<file path="src/rtl/mem_port_arbiter_pkg.sv">
// rtl/mem_port_arbiter_pkg.sv - shared encodings for the memory port arbiter
// DMType codes, FSM states and requester ids used by the arbiter and its lane aligner.
package mem_port_arbiter_pkg;

  typedef enum logic [2:0] {
    dm_word              = 3'd0,
    dm_halfword          = 3'd1,
    dm_halfword_unsigned = 3'd2,
    dm_byte              = 3'd3,
    dm_byte_unsigned     = 3'd4
  } dm_type_e;

  typedef enum logic [1:0] {
    st_idle = 2'd0,
    st_busy = 2'd1,
    st_resp = 2'd2
  } arb_state_e;

  typedef enum logic {
    req_if = 1'b0,
    req_d  = 1'b1
  } req_id_e;

  localparam logic [3:0] BE_ALL = 4'b1111;

  function automatic logic [31:0] word_addr(input logic [31:0] addr);
    return {addr[31:2], 2'b00};
  endfunction

endpackage

</file>
<file path="src/rtl/mem_port_arbiter_if.sv">
// rtl/mem_port_arbiter_if.sv - requester and memory-side signal bundle
// master is the arbiter's view; slave is the pipeline/memory environment's view.
interface mem_port_arbiter_if;

  logic        if_req;
  logic [31:0] if_addr;
  logic [31:0] if_rdata;
  logic        if_ack;
  logic        if_stall;

  logic        d_req;
  logic        d_we;
  logic [2:0]  d_type;
  logic [31:0] d_addr;
  logic [31:0] d_wdata;
  logic [31:0] d_rdata;
  logic        d_ack;
  logic        d_stall;

  logic        misalign_err;
  logic        bus_err;

  logic        mem_req;
  logic        mem_we;
  logic [31:0] mem_addr;
  logic [3:0]  mem_be;
  logic [31:0] mem_wdata;
  logic [31:0] mem_rdata;
  logic        mem_ready;

  modport master (
    input  if_req, if_addr, d_req, d_we, d_type, d_addr, d_wdata, mem_rdata, mem_ready,
    output if_rdata, if_ack, if_stall, d_rdata, d_ack, d_stall, misalign_err, bus_err,
    output mem_req, mem_we, mem_addr, mem_be, mem_wdata
  );

  modport slave (
    output if_req, if_addr, d_req, d_we, d_type, d_addr, d_wdata, mem_rdata, mem_ready,
    input  if_rdata, if_ack, if_stall, d_rdata, d_ack, d_stall, misalign_err, bus_err,
    input  mem_req, mem_we, mem_addr, mem_be, mem_wdata
  );

endinterface

</file>
<file path="src/rtl/mem_lane_align.sv">
// rtl/mem_lane_align.sv - byte-lane steering and load extension for one access
// Purely combinational; unknown type codes behave as a full word.
module mem_lane_align
  import mem_port_arbiter_pkg::*;
(
  input  logic [2:0]  dm_type,
  input  logic [1:0]  addr_lo,
  input  logic [31:0] wdata,
  input  logic [31:0] rdata,
  output logic [3:0]  be,
  output logic [31:0] wdata_out,
  output logic [31:0] rdata_ext,
  output logic        misaligned
);

  logic [7:0]  byte_lane;
  logic [15:0] half_lane;

  always_comb begin
    be         = BE_ALL;
    wdata_out  = wdata;
    rdata_ext  = rdata;
    misaligned = (addr_lo != 2'b00);

    case (addr_lo)
      2'd0:    byte_lane = rdata[7:0];
      2'd1:    byte_lane = rdata[15:8];
      2'd2:    byte_lane = rdata[23:16];
      default: byte_lane = rdata[31:24];
    endcase
    half_lane = addr_lo[1] ? rdata[31:16] : rdata[15:0];

    case (dm_type)
      dm_byte: begin
        be         = 4'b0001 << addr_lo;
        wdata_out  = {4{wdata[7:0]}};
        misaligned = 1'b0;
        rdata_ext  = {{24{byte_lane[7]}}, byte_lane};
      end
      dm_byte_unsigned: begin
        be         = 4'b0001 << addr_lo;
        wdata_out  = {4{wdata[7:0]}};
        misaligned = 1'b0;
        rdata_ext  = {24'b0, byte_lane};
      end
      dm_halfword: begin
        be         = 4'b0011 << {addr_lo[1], 1'b0};
        wdata_out  = {2{wdata[15:0]}};
        misaligned = addr_lo[0];
        rdata_ext  = {{16{half_lane[15]}}, half_lane};
      end
      dm_halfword_unsigned: begin
        be         = 4'b0011 << {addr_lo[1], 1'b0};
        wdata_out  = {2{wdata[15:0]}};
        misaligned = addr_lo[0];
        rdata_ext  = {16'b0, half_lane};
      end
      default: ;
    endcase
  end

endmodule

</file>
<file path="src/rtl/mem_port_arbiter.sv">
// rtl/mem_port_arbiter.sv - shares one memory port between instruction fetch and MEM stage
// IDLE grants and latches a request, BUSY runs the memory handshake, RESP pulses the ack.
module mem_port_arbiter
  import mem_port_arbiter_pkg::*;
#(
  parameter int unsigned TIMEOUT   = 255,
  parameter bit          DATA_PRIO = 1'b1
) (
  input logic                clk,
  input logic                rst,
  mem_port_arbiter_if.master bus
);

  localparam int unsigned      CNT_W     = (TIMEOUT > 1) ? $clog2(TIMEOUT + 1) : 1;
  localparam logic [CNT_W-1:0] CNT_LIMIT = CNT_W'(TIMEOUT);

  arb_state_e       state_q, state_d;
  req_id_e          gnt_q, gnt_d;
  req_id_e          last_grant_q, last_grant_d;
  req_id_e          sel;
  logic             we_q, we_d;
  logic [2:0]       type_q, type_d;
  logic [31:0]      addr_q, addr_d;
  logic [31:0]      wdata_q, wdata_d;
  logic [31:0]      rdata_q, rdata_d;
  logic             mis_q, mis_d;
  logic             bus_err_q, bus_err_d;
  logic [CNT_W-1:0] cnt_q, cnt_d, cnt_inc;

  logic [2:0]  la_type;
  logic [1:0]  la_addr;
  logic [3:0]  la_be;
  logic [31:0] la_wdata;
  logic [31:0] la_rdata;
  logic        la_mis;

  logic        mem_req_c;
  logic        mem_we_c;
  logic [31:0] mem_addr_c;
  logic [3:0]  mem_be_c;
  logic [31:0] mem_wdata_c;
  logic        resp;

  // Both strategies end up favouring whoever did not win last time when both are waiting.
  always_comb begin
    sel = req_if;
    if (bus.if_req && bus.d_req) begin
      if (DATA_PRIO) sel = (last_grant_q == req_d) ? req_if : req_d;
      else           sel = (last_grant_q == req_if) ? req_d : req_if;
    end else if (bus.d_req) begin
      sel = req_d;
    end
  end

  // The aligner looks at the incoming request in IDLE (for the misalign check) and at the latched one otherwise.
  always_comb begin
    if (state_q == st_idle) begin
      la_type = (sel == req_d) ? bus.d_type : dm_word;
      la_addr = (sel == req_d) ? bus.d_addr[1:0] : bus.if_addr[1:0];
    end else begin
      la_type = type_q;
      la_addr = addr_q[1:0];
    end
  end

  mem_lane_align u_lane_align (
    .dm_type   (la_type),
    .addr_lo   (la_addr),
    .wdata     (wdata_q),
    .rdata     (bus.mem_rdata),
    .be        (la_be),
    .wdata_out (la_wdata),
    .rdata_ext (la_rdata),
    .misaligned(la_mis)
  );

  assign cnt_inc = cnt_q + CNT_W'(1);

  always_comb begin
    state_d      = state_q;
    gnt_d        = gnt_q;
    last_grant_d = last_grant_q;
    we_d         = we_q;
    type_d       = type_q;
    addr_d       = addr_q;
    wdata_d      = wdata_q;
    rdata_d      = rdata_q;
    mis_d        = mis_q;
    bus_err_d    = bus_err_q;
    cnt_d        = cnt_q;
    mem_req_c    = 1'b0;
    mem_we_c     = 1'b0;
    mem_addr_c   = '0;
    mem_be_c     = '0;
    mem_wdata_c  = '0;

    case (state_q)
      st_idle: begin
        if (bus.if_req || bus.d_req) begin
          gnt_d        = sel;
          last_grant_d = sel;
          we_d         = (sel == req_d) ? bus.d_we : 1'b0;
          type_d       = la_type;
          addr_d       = (sel == req_d) ? bus.d_addr : bus.if_addr;
          wdata_d      = (sel == req_d) ? bus.d_wdata : '0;
          rdata_d      = '0;
          bus_err_d    = 1'b0;
          mis_d        = la_mis;
          cnt_d        = '0;
          state_d      = la_mis ? st_resp : st_busy;
        end
      end
      st_busy: begin
        mem_req_c   = 1'b1;
        mem_we_c    = we_q;
        mem_addr_c  = word_addr(addr_q);
        mem_be_c    = we_q ? la_be : BE_ALL;
        mem_wdata_c = we_q ? la_wdata : '0;
        if (bus.mem_ready) begin
          rdata_d = la_rdata;
          state_d = st_resp;
        end else if ((TIMEOUT != 0) && (cnt_inc == CNT_LIMIT)) begin
          rdata_d   = '0;
          bus_err_d = 1'b1;
          state_d   = st_resp;
        end else begin
          cnt_d = cnt_inc;
        end
      end
      st_resp: begin
        state_d = st_idle;
      end
      default: begin
        state_d = st_idle;
      end
    endcase
  end

  always_ff @(posedge clk) begin
    if (!rst) begin
      state_q      <= st_idle;
      gnt_q        <= req_if;
      last_grant_q <= req_if;
      we_q         <= 1'b0;
      type_q       <= '0;
      addr_q       <= '0;
      wdata_q      <= '0;
      rdata_q      <= '0;
      mis_q        <= 1'b0;
      bus_err_q    <= 1'b0;
      cnt_q        <= '0;
    end else begin
      state_q      <= state_d;
      gnt_q        <= gnt_d;
      last_grant_q <= last_grant_d;
      we_q         <= we_d;
      type_q       <= type_d;
      addr_q       <= addr_d;
      wdata_q      <= wdata_d;
      rdata_q      <= rdata_d;
      mis_q        <= mis_d;
      bus_err_q    <= bus_err_d;
      cnt_q        <= cnt_d;
    end
  end

  assign resp = (state_q == st_resp);

  assign bus.if_ack       = resp && (gnt_q == req_if);
  assign bus.d_ack        = resp && (gnt_q == req_d);
  assign bus.if_rdata     = bus.if_ack ? rdata_q : '0;
  assign bus.d_rdata      = bus.d_ack ? rdata_q : '0;
  assign bus.misalign_err = resp && mis_q;
  assign bus.bus_err      = resp && bus_err_q;
  assign bus.if_stall     = bus.if_req & ~bus.if_ack;
  assign bus.d_stall      = bus.d_req & ~bus.d_ack;

  assign bus.mem_req   = mem_req_c;
  assign bus.mem_we    = mem_we_c;
  assign bus.mem_addr  = mem_addr_c;
  assign bus.mem_be    = mem_be_c;
  assign bus.mem_wdata = mem_wdata_c;

endmodule

</file>
<file path="src/flat_wrapper.sv">
// flat-port wrapper written by rule: the top's interface ports become plain ports
module mem_port_arbiter_flat import mem_port_arbiter_pkg::*;
#(
  parameter int unsigned TIMEOUT   = 255,
  parameter bit          DATA_PRIO = 1'b1
)
  (clk, rst, bus_if_req, bus_if_addr, bus_d_req, bus_d_we, bus_d_type, bus_d_addr, bus_d_wdata, bus_mem_rdata, bus_mem_ready, bus_if_rdata, bus_if_ack, bus_if_stall, bus_d_rdata, bus_d_ack, bus_d_stall, bus_misalign_err, bus_bus_err, bus_mem_req, bus_mem_we, bus_mem_addr, bus_mem_be, bus_mem_wdata);
  mem_port_arbiter_if bus_i ();
  input logic clk;
  input logic rst;
  input wire logic [$bits(bus_i.if_req)-1:0] bus_if_req;
  input wire logic [$bits(bus_i.if_addr)-1:0] bus_if_addr;
  input wire logic [$bits(bus_i.d_req)-1:0] bus_d_req;
  input wire logic [$bits(bus_i.d_we)-1:0] bus_d_we;
  input wire logic [$bits(bus_i.d_type)-1:0] bus_d_type;
  input wire logic [$bits(bus_i.d_addr)-1:0] bus_d_addr;
  input wire logic [$bits(bus_i.d_wdata)-1:0] bus_d_wdata;
  input wire logic [$bits(bus_i.mem_rdata)-1:0] bus_mem_rdata;
  input wire logic [$bits(bus_i.mem_ready)-1:0] bus_mem_ready;
  output wire logic [$bits(bus_i.if_rdata)-1:0] bus_if_rdata;
  output wire logic [$bits(bus_i.if_ack)-1:0] bus_if_ack;
  output wire logic [$bits(bus_i.if_stall)-1:0] bus_if_stall;
  output wire logic [$bits(bus_i.d_rdata)-1:0] bus_d_rdata;
  output wire logic [$bits(bus_i.d_ack)-1:0] bus_d_ack;
  output wire logic [$bits(bus_i.d_stall)-1:0] bus_d_stall;
  output wire logic [$bits(bus_i.misalign_err)-1:0] bus_misalign_err;
  output wire logic [$bits(bus_i.bus_err)-1:0] bus_bus_err;
  output wire logic [$bits(bus_i.mem_req)-1:0] bus_mem_req;
  output wire logic [$bits(bus_i.mem_we)-1:0] bus_mem_we;
  output wire logic [$bits(bus_i.mem_addr)-1:0] bus_mem_addr;
  output wire logic [$bits(bus_i.mem_be)-1:0] bus_mem_be;
  output wire logic [$bits(bus_i.mem_wdata)-1:0] bus_mem_wdata;
  assign bus_i.if_req = bus_if_req;
  assign bus_i.if_addr = bus_if_addr;
  assign bus_i.d_req = bus_d_req;
  assign bus_i.d_we = bus_d_we;
  assign bus_i.d_type = bus_d_type;
  assign bus_i.d_addr = bus_d_addr;
  assign bus_i.d_wdata = bus_d_wdata;
  assign bus_i.mem_rdata = bus_mem_rdata;
  assign bus_i.mem_ready = bus_mem_ready;
  assign bus_if_rdata = bus_i.if_rdata;
  assign bus_if_ack = bus_i.if_ack;
  assign bus_if_stall = bus_i.if_stall;
  assign bus_d_rdata = bus_i.d_rdata;
  assign bus_d_ack = bus_i.d_ack;
  assign bus_d_stall = bus_i.d_stall;
  assign bus_misalign_err = bus_i.misalign_err;
  assign bus_bus_err = bus_i.bus_err;
  assign bus_mem_req = bus_i.mem_req;
  assign bus_mem_we = bus_i.mem_we;
  assign bus_mem_addr = bus_i.mem_addr;
  assign bus_mem_be = bus_i.mem_be;
  assign bus_mem_wdata = bus_i.mem_wdata;
  mem_port_arbiter #(.TIMEOUT(TIMEOUT), .DATA_PRIO(DATA_PRIO)) u_core (.clk(clk), .rst(rst), .bus(bus_i));
endmodule
</file>
<file path="config.mk">
export PLATFORM = sky130hd
export DESIGN_NAME = mem_port_arbiter_flat
export DESIGN_NICKNAME = d
export VERILOG_FILES = /design/src/rtl/mem_port_arbiter_pkg.sv /design/src/rtl/mem_port_arbiter_if.sv /design/src/rtl/mem_lane_align.sv /design/src/rtl/mem_port_arbiter.sv /design/src/flat_wrapper.sv
export SDC_FILE = /design/constraint.sdc
export NUM_CORES = 1
export LEC_CHECK = 0
export ABC_CLOCK_PERIOD_IN_PS = 6350
export BUFFER_PORTS_ARGS = -buffer_cell sky130_fd_sc_hd__buf_4
export CAP_MARGIN = 20
export CORE_MARGIN = 2
export CORE_UTILIZATION = 43
export CTS_CLUSTER_SIZE = 40
export DETAILED_ROUTE_END_ITERATION = 10
export GPL_TIMING_DRIVEN = 0
export PLACE_DENSITY = 0.73
export SLEW_MARGIN = 20
export SYNTH_ARGS = -nofsm -noshare
export SYNTH_HDL_FRONTEND = slang
export SYNTH_HIERARCHICAL = 1
export SYNTH_SLANG_ARGS = --single-unit
</file>
<file path="constraint.sdc">
create_clock -name clk -period 6.35 [get_ports clk]
set_input_delay 0.635 -clock clk [delete_from_list [all_inputs] [get_ports clk]]
set_output_delay 0.635 -clock clk [all_outputs]
set_load 0.005 [all_outputs]
</file>
==> impl_metrics.csv <==
group,metric,value,unit
die,die_width,128.8,microns
run_status,run_status,"completed",
setup_path,critical_path_s_most_frequent_cell,"clkbuf_1",
detailed_routing,detail-route-antenna-nets,0,
cts,cts_inserted_buffers,17,
setup_path,slowest_stage,"xor2_1",
detailed_routing,totalWireLength,23200,microns
global_route,grt_start_max_net_pins,17,
sta,setup_violations,0,
layout,fillerInstances,1398,
cts,htree_levels,4,
layout,post_route_cells_drive_above_1_share,0.3203,
layout,area_used_by_sequential_logic_in_the_layout,2262,sq um
setup_path,critical_path.endpoint_type,"output pin",
setup_path,cp-start-kind,"register",
die,rows,45,
sta,worst-slew-pin-transition,0.9277,ns
setup_path,cp.arrival,4.13,ns
global_route,number_of_antenna_violations_at_the_first_check_in_global_routing,0,
layout,layoutNonFillerInstCount,1262,
placement,preCtsSetupSlack,1.743,ns
cts,clock_insertion_delay_worst_skew,0.41,ns
setup_path,crit_path_cell_trace,"a21boi_1 -> clkbuf_1 -> and2_1 -> clkbuf_1 -> a22o_1 -> nor2_1 -> xor2_1 -> buf_2 -> mux2_1 -> and3_1 -> buf_4",
detailed_routing,drt_iter0_markers,554,
logic_synthesis,postSynthCellCount,770,
global_route,global_route_wire_length_before_repair,35270,microns
logic_synthesis,synth-edff-count,0,
power_and_ir_drop,power-per-cell-area,345.7,nW/um^2
logic_synthesis,synthFlopType,"dfxtp_1",
die,die_y,128.8,microns
sta,hold_slack,0.4303,ns
die,die-area,16580,sq um
cts,cts_hold_buffers,0,
global_route,globalRouteOverflowTotal,0,
logic_synthesis,synth_async_sr_flop_share,0,
layout,syn_to_final_growth,42.48,%
sta,max_freq,0.2099,GHz
power_and_ir_drop,post_layout_total_power,3.297,mW
sta,timing_hold_violations_final,0,
global_route,grt_pass1_vias,6664,
sta,unrepaired_setup_endpoints_after_global_routing,"false",
cts,post_cts.resized_instances,0,
power_and_ir_drop,static_leakage_power,4.733,nW
logic_synthesis,syn-mean-instance-area,8.692,sq um
logic_synthesis,synth-seq-area-share,0.3380,
detailed_routing,routed_wire_length_per_instance,18.38,microns
sta,setup_total_negative_slack,0,ns
die,num_io_pins,277,
logic_synthesis,synth.lib_cells_used.distinct,55,
flow_run,maxCapViolations,0,
detailed_routing,detail_route.vias_per_cell,5.554,
layout,net_count_of_the_finished_layout,1203,
cts,sink_count,113,
placement,dpl.hpwl,18020,microns
sta,maxSlewViolCount,0,
sta,timing.final.crit_period,4.764,ns
logic_synthesis,synthesis.yosys.warnings,6,
cts,post_cts_buffers,0,
sta,final.setup_skew,0.005273,ns
cts,cts_tree,"built",
power_and_ir_drop,worst_ir_drop_vdd,0.0002434,V
detailed_routing,first_pass_iters,5,
sta,period_share,0.7503,
layout,antenna_cells,0,
die,area_inside_the_core_boundary,15200,sq um
setup_path,worst-endpoint-required,5.71,ns
cts,max_clock_buf_depth,2,
logic_synthesis,syn-cell-area,6693,sq um
die,start_util,0.4402,
worst_hold_path,worst_hold_check_path_type,"in2reg",
setup_path,setup.worst_path.class,"reg2out",
setup_path,crit_path_max_incr_delay,0.77,ns
setup_path,cp_max_fo,10,
detailed_routing,remaining_drc_errors,0,
placement,dp.cells,1233,
cts,worst_setup_hold_path_clk_slew,0.05,ns
sta,postLayoutSetupSlackWorst,1.586,ns
cts,clock-root-buffer,"clkbuf_16",
layout,multiInputGateArea,3985,sq um
logic_synthesis,synth.ff_latch_count,113,
placement,port_buffers,274,
detailed_routing,detailroute.via_count,7009,
sta,slew_headroom,0.3795,
global_route,grt.total_usage,0.2770,
placement,gp_congestion,0.9150,
==> sequential cells by signal (all words and copies together) (netlist names) <==
signal and cells:
u_core/last_grant_q 1, u_core/we_q 1, u_core/addr_q 32, u_core/cnt_q 8
u_core/rdata_q 32, u_core/type_q 3, u_core/state_q 2, u_core/mis_q 1
u_core/bus_err_q 1, u_core/wdata_q 32
==> synthesized netlist by cell type (22+ instances only) <==
| cell | number | area share |
|---|---|---|
| mux2i_1 | 47 | 0.070 |
| o21ai_1 | 22 | 0.016 |
| and2_1 | 68 | 0.064 |
| and3_1 | 66 | 0.062 |
| nand2_1 | 23 | 0.013 |
| clkbuf_1 | 47 | 0.026 |
| mux2_1 | 25 | 0.042 |
| dfxtp_1 | 113 | 0.34 |
| a211oi_1 | 34 | 0.038 |
| nor2_1 | 60 | 0.034 |
| a22o_1 | 69 | 0.090 |
==> layout by cell type, fill, tap and decap left out, drive strengths merged, types with 3 or more instances in the layout <==
cell / synthesis / layout
nor2: 60 / 60
and2: 69 / 69
nor3b: 4 / 4
nor3: 5 / 5
a221o: 14 / 14
or2: 4 / 4
or3: 10 / 10
mux2i: 47 / 47
and3: 66 / 66
buf: 35 / 309
o21ai: 34 / 34
a22o: 69 / 69
nand3: 6 / 6
dfxtp: 113 / 113
a21boi: 3 / 3
a22oi: 5 / 5
o211ai: 9 / 9
a21oi: 21 / 21
nand2: 23 / 23
a21o: 20 / 20
inv: 12 / 12
a211oi: 34 / 34
nor2b: 7 / 7
mux2: 25 / 25
clkbuf: 47 / 71
nand2b: 4 / 4
==> worst max-delay path, delay by kind of cell, from the launching register on <==
family          cells  cell delay (ns)
buf+inv             4             1.03
xor+xnor            1             0.77
simple gates        3             0.72
flops               1             0.49
compound gates      2             0.35
mux                 1             0.35
==> power by group <==
group / switching (mW) / internal [mW] / leakage [nW]
clock network: 0.316 / 0.570 / 0.264
registers: 0.0916 / 0.843 / 0.925
logic: 0.875 / 0.601 / 3.54
==> layout make-up <==
class | instances | share of cell area
clock inverters | 5 | 0.005774
clock buffers | 24 | 0.05157
repair buffers | 274 | 0.2157
inverters | 12 | 0.004724
well taps | 188 | 0.02467
multi-input cells | 564 | 0.4179
plain buffers | 82 | 0.04238
flip-flops and latches | 113 | 0.2372
==> through the flow <==
step,util,instance area [sq um]
2_1_floorplan,-,6696
3_3_place_gp,0.5913,8989
3_5_place_dp,0.5913,8989
4_1_cts,0.6272,9535
5_1_grt,0.6272,9535
6_report,0.6272,9535
==> routing by layer <==
| layer | GRT usage | part of all wire | vias up |
|---|---|---|---|
| met1 | 0.3446 | 0.41 | 3247 |
| met3 | 0.06694 | 0.083 | 30 |
| met2 | 0.4700 | 0.49 | 334 |
| li1 | - | - | 3398 |
| met5 | 0 | 0 | - |
| met4 | 0.09527 | 0.017 | 0 |
==> cells by family (layout without fill, tap and decap cells) <==
kind of cell	Yosys count	after routing	share of synthesized area
xor gates and xnor gates	3	3	0.003927
buffers and inverters	94	397	0.06711
muxes	73	73	0.1157
other	1	2	0.0005603
AOI/OAI and AO/OA	221	221	0.2533
adders and majority gates	2	2	0.003738
and+or+nand+nor	263	263	0.2176
DFF	113	113	0.3380
==> path summary, 6_finish.rpt <==
check                                    from                         endpoint  slack (ns)  depth (start not counted)
max          u_core/last_grant_q$_SDFFE_PN0P_                bus_mem_wdata[21]        1.59                         11
min                           bus_d_wdata[30]  u_core/wdata_q[30]$_SDFFE_PN0P_        0.43                          2
max reg2reg  u_core/last_grant_q$_SDFFE_PN0P_   u_core/state_q[0]$_SDFFE_PN0P_        2.80                         14
min reg2reg         u_core/mis_q$_SDFFE_PN0P_        u_core/mis_q$_SDFFE_PN0P_        0.46                          2
Note: power is estimated with default switching activity, not from simulation.
